`src/rtl/ls_agu_arbiter_pkg.sv`:
```
// Shared types for the load/store AGU arbiter: output packet, round-robin pointer and FSM state.
// The misalignment helper is only referenced when LS_MISALIGN_CHECK_EN is defined.
package ls_agu_arbiter_pkg;

    localparam int LS_ROB_IDX_W = 5;

    typedef enum logic {
        LS_RR_LOAD  = 1'b0,
        LS_RR_STORE = 1'b1
    } ls_rr_e;

    typedef enum logic {
        AGU_EMPTY = 1'b0,
        AGU_FULL  = 1'b1
    } agu_state_e;

    typedef struct packed {
        logic [31:0]             addr;
        logic [LS_ROB_IDX_W-1:0] rob_id;
        logic                    is_store;
        logic [2:0]              funct3;
        logic                    misaligned;
    } ls_agu_pkt_t;

    // funct3[1:0]: 00 byte, 01 half, 10 word
    function automatic logic ls_misaligned(input logic [2:0] funct3, input logic [31:0] addr);
        return ((funct3[1:0] == 2'b01) && addr[0]) ||
               ((funct3[1:0] == 2'b10) && (addr[1:0] != 2'b00));
    endfunction

endpackage

```
`src/rtl/ls_agu_arbiter_rr_arb2.sv`:
```
// Two-requester round-robin grant (load vs store); the priority pointer lives here and
// only moves on a contested grant.
import ls_agu_arbiter_pkg::*;

module rr_arb2 (
    input  logic clk,
    input  logic rst,
    input  logic i_en,
    input  logic i_req_ld,
    input  logic i_req_st,
    output logic o_gnt_ld,
    output logic o_gnt_st
);

    ls_rr_e r_ptr;
    logic   w_both;

    assign w_both   = i_req_ld & i_req_st;
    assign o_gnt_ld = i_en & i_req_ld & (~i_req_st | (r_ptr == LS_RR_LOAD));
    assign o_gnt_st = i_en & i_req_st & (~i_req_ld | (r_ptr == LS_RR_STORE));

    always_ff @(posedge clk or posedge rst) begin
        if (rst) begin
            r_ptr <= LS_RR_LOAD;
        end else if (i_en && w_both) begin
            r_ptr <= (r_ptr == LS_RR_LOAD) ? LS_RR_STORE : LS_RR_LOAD;
        end
    end

endmodule

```
`src/rtl/ls_agu_arbiter.sv`:
```
// Shared load/store AGU: round-robin pick, rs1+imm adder and a one-entry pass-through
// output slot toward the LSQ. Optional misalignment flag under LS_MISALIGN_CHECK_EN.
//
// state     | meaning
// AGU_EMPTY | output slot empty, lsq_addr_valid=0
// AGU_FULL  | output slot holds an address, lsq_addr_valid=1
import ls_agu_arbiter_pkg::*;

module ls_agu_arbiter #(
    parameter int ROB_IDX_W = LS_ROB_IDX_W
) (
    input  logic                 clk,
    input  logic                 rst,
    input  logic                 flush,
    input  logic                 ld_req_valid,
    output logic                 ld_req_ready,
    input  logic [31:0]          ld_rs1_data,
    input  logic [31:0]          ld_imm_data,
    input  logic [ROB_IDX_W-1:0] ld_rob_id,
    input  logic [2:0]           ld_funct3,
    input  logic                 st_req_valid,
    output logic                 st_req_ready,
    input  logic [31:0]          st_rs1_data,
    input  logic [31:0]          st_imm_data,
    input  logic [ROB_IDX_W-1:0] st_rob_id,
    input  logic [2:0]           st_funct3,
    output logic                 lsq_addr_valid,
    input  logic                 lsq_addr_ready,
    output logic [31:0]          lsq_addr,
    output logic [ROB_IDX_W-1:0] lsq_rob_id,
    output logic                 lsq_is_store,
    output logic [2:0]           lsq_funct3,
    output logic                 lsq_misaligned
);

    agu_state_e  r_state;
    logic        r_valid;
    ls_agu_pkt_t r_pkt;

    logic        w_can_accept;
    logic        w_gnt_ld;
    logic        w_gnt_st;
    logic        w_grant;
    logic [31:0] w_sum;
    ls_agu_pkt_t w_pkt;

    // Slot may drain and refill in the same cycle.
    assign w_can_accept = ~flush & ((r_state == AGU_EMPTY) | lsq_addr_ready);

    rr_arb2 u_rr_arb2 (
        .clk      (clk),
        .rst      (rst),
        .i_en     (w_can_accept),
        .i_req_ld (ld_req_valid),
        .i_req_st (st_req_valid),
        .o_gnt_ld (w_gnt_ld),
        .o_gnt_st (w_gnt_st)
    );

    assign w_grant      = w_gnt_ld | w_gnt_st;
    assign ld_req_ready = w_gnt_ld;
    assign st_req_ready = w_gnt_st;

    // Single shared adder; operands muxed by the grant, carry-out dropped.
    assign w_sum = w_gnt_st ? (st_rs1_data + st_imm_data) : (ld_rs1_data + ld_imm_data);

    always_comb begin
        w_pkt          = '0;
        w_pkt.addr     = w_sum;
        w_pkt.rob_id   = w_gnt_st ? st_rob_id : ld_rob_id;
        w_pkt.is_store = w_gnt_st;
        w_pkt.funct3   = w_gnt_st ? st_funct3 : ld_funct3;
`ifdef LS_MISALIGN_CHECK_EN
        w_pkt.misaligned = ls_misaligned(w_pkt.funct3, w_sum);
`else
        w_pkt.misaligned = 1'b0;
`endif
    end

    always_ff @(posedge clk or posedge rst) begin
        if (rst) begin
            r_state <= AGU_EMPTY;
            r_valid <= 1'b0;
            r_pkt   <= '0;
        end else if (flush) begin
            r_state <= AGU_EMPTY;
            r_valid <= 1'b0;
        end else begin
            case (r_state)
                AGU_EMPTY: begin
                    if (w_grant) begin
                        r_state <= AGU_FULL;
                        r_valid <= 1'b1;
                        r_pkt   <= w_pkt;
                    end
                end
                AGU_FULL: begin
                    if (w_grant) begin
                        r_pkt <= w_pkt;
                    end else if (lsq_addr_ready) begin
                        r_state <= AGU_EMPTY;
                        r_valid <= 1'b0;
                    end
                end
                default: begin
                    r_state <= AGU_EMPTY;
                    r_valid <= 1'b0;
                end
            endcase
        end
    end

    assign lsq_addr_valid = r_valid;
    assign lsq_addr       = r_pkt.addr;
    assign lsq_rob_id     = r_pkt.rob_id;
    assign lsq_is_store   = r_pkt.is_store;
    assign lsq_funct3     = r_pkt.funct3;
`ifdef LS_MISALIGN_CHECK_EN
    assign lsq_misaligned = r_pkt.misaligned;
`else
    assign lsq_misaligned = 1'b0;
`endif

endmodule

```
`config.mk`:
```
export PLATFORM = sky130hd
export DESIGN_NAME = ls_agu_arbiter
export DESIGN_NICKNAME = d
export VERILOG_FILES = /design/src/rtl/ls_agu_arbiter_pkg.sv /design/src/rtl/ls_agu_arbiter_rr_arb2.sv /design/src/rtl/ls_agu_arbiter.sv
export SDC_FILE = /design/constraint.sdc
export NUM_CORES = 1
export LEC_CHECK = 0
export ABC_CLOCK_PERIOD_IN_PS = 2100
export CORE_MARGIN = 1
export CORE_UTILIZATION = 47
export CTS_BUF_LIST = sky130_fd_sc_hd__clkbuf_8
export DETAILED_ROUTE_END_ITERATION = 10
export PLACE_DENSITY = 0.9
export SLEW_MARGIN = 5
export SYNTH_ARGS = -nofsm -noshare
export SYNTH_HDL_FRONTEND = slang
export SYNTH_SLANG_ARGS = --single-unit
```
`constraint.sdc`:
```
create_clock -name clk -period 2.1 [get_ports clk]
set_input_delay 0.42 -clock clk [delete_from_list [all_inputs] [get_ports clk]]
set_output_delay 0.42 -clock clk [all_outputs]
set_load 0.05 [all_outputs]
```
==> results of run 1 <==
-- kinds of logic after synthesis --
| group | Yosys count | share of synthesized area (%) |
|---|---|---|
| adders and majority gates | 64 | 15.8 |
| DFF | 44 | 21.3 |
| AOI/OAI and AO/OA | 236 | 31.0 |
| muxes | 4 | 0.774 |
| and+or+nand+nor | 207 | 18.8 |
| xor gates and xnor gates | 54 | 9.15 |
| buffers and inverters | 41 | 3.19 |
| other | 1 | 0.0725 |
-- metrics by stage --
step | setup TNS (ns) | area (sq um) | hold WS (ns) | setup WS (ns)
after detailed placement | -25.06 | 8780 | 0.467 | -1.21
after CTS | -3.88 | 10000 | 0.458 | -0.400
after global placement | -21.57 | 8780 | 0.468 | -1.15
after floorplan | -3.40 | 5400 | 0.455 | -0.474
-- repair_timing --
item,CTS
gates resized for setup,350
hold buffers,0
pin swaps,138
endpoints found under the setup margin,31
setup buffers,55
-- cells in the mapped netlist, types with 6 or more instances --
library cell and count:
ha_1 62, xnor2_1 30, o22ai_1 10, buf_1 8, a21o_1 26, o21ai_0 28
nor3_1 10, nor2b_1 6, a21oi_1 72, o21bai_1 8, o211ai_1 8, o21ai_1 6
nand2b_1 8, nand3_1 28, o31ai_1 6, xor2_1 24, and3_1 6, clkbuf_1 12
nor2_1 51, dfrtp_1 44, a211oi_1 11, inv_1 18, a31oi_1 15, a22oi_1 8
nand2_1 77
-- layer usage --
metal | GRT overflow | global-route usage [%]
met5 | 0 | 6.67
met4 | 0 | 62.4
met3 | 0 | 30.5
met2 | 1 | 89.5
met1 | 0 | 56.1
==> flow_summary_export.csv, run 1 <==
group,metric,value,unit
grt,grt_pass1_vias,9437,
cts,clockRootBuffer,"clkbuf_8",
logic_synthesis,yosys.area.top_type_share,21.3,%
logic_synthesis,ys.flop_type,"dfrtp_1",
logic_synthesis,ys_seq_area_share,21.3,%
floorplan,die_h,107,um
logic_synthesis,yosys.area.top_type,"dfrtp_1",
run_status,lastStage,"global routing (5_1_grt)",
logic_synthesis,ys_ff_latch,44,
logic_synthesis,netlist_area,0.00517,sq mm
logic_synthesis,syn_avg_cell_area,7.94,sq um
logic_synthesis,syn_nets,865,
place,dp.cells,1133,
logic_synthesis,yosysUniqueCellTypes,69,
cts,cts_max_path_buffers,2,
cts,htreeDepth,2,
logic_synthesis,ys_top_cells_by_area,"dfrtp_1 (21%), ha_1 (15%), a21oi_1 (7.0%)",
logic_synthesis,ys.warnings.count,0,
cts,cts.sinks,44,
grt,grt_usage,59.6,%
run_status,outcome,"did not finish",
place,gp_congestion,0.938,
grt,grt_overflow,1,
logic_synthesis,synth-edff-count,0,
grt,grt_start_max_net_pins,45,
floorplan,initial_utilization,49.2,%
run_status,firstError,"[ERROR GRT-0116] Global routing finished with congestion. Check the congestion regions in the DRC Viewer.",
cts,numCtsBuffers,5,
floorplan,io_pins,195,
logic_synthesis,synthArstFlopShare,100,%
place,numPortBuffers,193,
floorplan,die_w,107,um
floorplan,row_count,37,
logic_synthesis,synthCells,651,
place,dpl.hpwl,16.2,mm
grt,grt_first_pass_wirelength,51.1,mm
==> run 2: changes to the inputs <==
--- a/config.mk
+++ b/config.mk
@@ -7,10 +7,9 @@
 export LEC_CHECK = 0
 export ABC_CLOCK_PERIOD_IN_PS = 2100
 export CORE_MARGIN = 1
-export CORE_UTILIZATION = 47
-export CTS_BUF_LIST = sky130_fd_sc_hd__clkbuf_8
+export CORE_UTILIZATION = 40
 export DETAILED_ROUTE_END_ITERATION = 10
-export PLACE_DENSITY = 0.9
+export PLACE_DENSITY_LB_ADDON = 0.15
 export SLEW_MARGIN = 5
 export SYNTH_ARGS = -nofsm -noshare
 export SYNTH_HDL_FRONTEND = slang
==> flow_summary_export.csv, run 2 <==
group,metric,value,unit
place,gp_congestion,0.882,
layout,layout_common_cells,"buf_4 (199), clkdlybuf4s50_1 (100), nand2_1 (70), a21oi_1 (49), buf_6 (49)",
sta,rsz0062_at_grt,"true",
logic_synthesis,yosysUniqueCellTypes,69,
run_status,outcome,"complete, but fails checks",
worst_setup_path,reg2reg_from,"r_state",
place,post_dp_cell_area,0.00886,sq mm
run,max_cap_viol_count,0,
layout,layout_commonest_cell,"buf_4",
cts,clk-insertion-delay-late,0.29,ns
sta,layout_min_cycle_time,2.61,ns
run_status,failed_checks,"setup timing",
layout,nets,1273,
detailed_routing,drt-wirelength-per-cell,19.0,um
logic_synthesis,synthArstFlopShare,100,%
logic_synthesis,syn_avg_cell_area,7.94,sq um
logic_synthesis,synth_most_common_cell,"nand2_1",
worst_setup_path,path_class,"input pin to flip-flop",
detailed_routing,drt_wl_total,23.4,mm
detailed_routing,first_iter_violations,439,
worst_setup_path,critical_path.max_fanout,4,
sta,finalHoldViolCount,0,
floorplan,core,0.0126,sq mm
sta,post-route-period-util,124,%
logic_synthesis,ys.flop_type,"dfrtp_1",
logic_synthesis,synth-edff-count,0,
grt,grt_start_max_net_pins,45,
floorplan,initial_utilization,41.0,%
worst_setup_path,r2r_cells,10,
floorplan,io_pins,195,
layout,design_area,0.0106,sq mm
logic_synthesis,syn_nets,865,
grt,grt_first_pass_wirelength,33.3,mm
sta,skew,0.00422,ns
worst_setup_path,reg2reg_slack,0.28,ns
power_and_ir_drop,vdd_drop_max,0.463,mV
detailed_routing,drc,0,
worst_setup_path,worst_r2r_endpoint,"lsq_addr[7]",
power_and_ir_drop,power,0.00747,W
logic_synthesis,ys_top_cells_by_area,"dfrtp_1 (21%), ha_1 (15%), a21oi_1 (7.0%)",
place,dp_slack,-1.23,ns
power_and_ir_drop,p_per_area,704,mW/mm^2
cts,numCtsBuffers,5,
detailed_routing,viasPerCell,5.65,
power_and_ir_drop,p_leak,4.66,nW
cts,cts.sinks,44,
layout,diodes,0,
floorplan,row_count,41,
worst_setup_path,cp-start-kind,"input pin",
layout,largest_reg_flops,32,
worst_hold_path,hold_path_class,"input pin to asynchronous set/reset pin",
layout,syn_to_final_growth,105,%
sta,max_freq,0.383,GHz
cts,clkTransAtPathRegs,0.07,ns
logic_synthesis,ys_ff_latch,44,
detailed_routing,first_pass_iters,7,
sta,slew_headroom,61.3,%
cts,htreeDepth,2,
grt,antenna_found_initial,0,
layout,regArea,0.00110,sq mm
grt,grt_pass1_vias,6981,
floorplan,fp.dieArea,0.0134,sq mm
floorplan,die_w,116,um
logic_synthesis,ys_seq_area_share,21.3,%
grt,grt_usage,31.7,%
worst_setup_path,end_kind,"flip-flop",
sta,worst_slack,-0.508,ns
layout,final_util,84.1,%
worst_setup_path,critPathRequiredTime,2.28,ns
logic_synthesis,synthTopCellsByCount,"nand2_1 (77), a21oi_1 (72), ha_1 (62)",
cts,cts_tree,"done",
place,numPortBuffers,193,
floorplan,die_h,116,um
cts,cts_max_path_buffers,2,
sta,worst_pin_slew,0.578,ns
sta,drv_slew,0,
cts,cts_hold_buf,0,
place,dpl.hpwl,15.0,mm
detailed_routing,ant_nets,0,
sta,finalSetupViolations,20,
layout,num-fill-cells,742,
detailed_routing,vias,6956,
cts,clockRootBuffer,"clkbuf_16",
worst_setup_path,arrival,2.79,ns
logic_synthesis,yosys.area.top_type_share,21.3,%
layout,multi_input_area,0.00530,sq mm
logic_synthesis,netlist_area,0.00517,sq mm
logic_synthesis,synthCells,651,
logic_synthesis,yosys.area.top_type,"dfrtp_1",
logic_synthesis,ys.warnings.count,0,
grt,grt_overflow,0,
layout,drive_above_1_share,44.0,%
## run 2: cell counts after synthesis
No cell type changed its count.
## run 2: how the worst max path moves through the flow
| stage | from | endpoint | depth (start not counted) | slack [ns] |
|---|---|---|---|---|
| 2_1_floorplan | st_rs1_data[0] | lsq_addr[30] | 11 | -0.47 |
| 4_1_cts | st_imm_data[0] | lsq_addr[30] | 12 | -0.41 |
| 3_5_place_dp | st_rs1_data[0] | lsq_addr[30] | 12 | -1.23 |
| 6_report | st_imm_data[0] | lsq_addr[26] | 12 | -0.51 |
| 3_3_place_gp | st_rs1_data[0] | lsq_addr[30] | 12 | -1.21 |
| 5_1_grt | st_imm_data[0] | lsq_addr[26] | 12 | -0.59 |
## run 2: metal layers
metal	part of all wire, %	GRT usage (%)
met3	7.0	5.49
met5	0	0
met1	39	36.9
met2	51	57.7
met4	3.1	12.5
## run 2: final cells by class
class | count | area share, %
clock buffer | 5 | 1.18
inverter | 19 | 0.696
multi-input combinational | 566 | 49.9
sequential | 44 | 10.4
tap | 172 | 2.03
clock inverter | 3 | 0.401
timing repair buffer | 423 | 35.4
## run 2: repair_timing
action,4_1_cts,5_1_grt
setup endpoints to repair,29,26
gates cloned,0,0
resized for setup,357,104
pin swaps,162,118
buffers inserted,46,23
## run 2: power breakdown
| part | internal (W) | total (W) | switching (W) |
|---|---|---|---|
| Sequential | 0.00118 | 0.00142 | 0.000238 |
| Clock | 0.000559 | 0.000913 | 0.000353 |
| Combinational | 0.00224 | 0.00514 | 0.00289 |
## run 2: critical path, cell delays in order
cell and delay, ns:
buf_6 0.10, ha_4 0.15, fa_2 0.38, a211oi_4 0.34, nor4_4 0.09, o21ai_2 0.25, nand4b_4 0.16, a311oi_4 0.41
o211ai_2 0.14, o21ai_2 0.09, xor2_1 0.16, a22oi_1 0.10
## run 2: kinds of logic (layout without fill, tap and decap cells)
logic type	count (synthesis)	after routing	synth area share, %
flip-flops	44	44	21.3
adder cells (fa/ha/maj)	64	64	15.8
XOR/XNOR	54	54	9.15
AND/OR/NAND/NOR	207	207	18.8
buffers and inverters	41	450	3.19
AO/OA/AOI/OAI	236	236	31.0
other	1	1	0.0725
multiplexers	4	4	0.774
## run 2: stage by stage
stage / cells / TNS (ns) / hold WS [ns]
global route: 1232 / -6.60 / 0.498
finish: 1232 / -4.85 / 0.473
floorplan: 651 / -3.40 / 0.455
global placement: 1172 / -23.31 / 0.460
CTS: 1219 / -3.69 / 0.481
detailed placement: 1172 / -24.66 / 0.476
No activity file was read; power rests on OpenSTA's default activity.
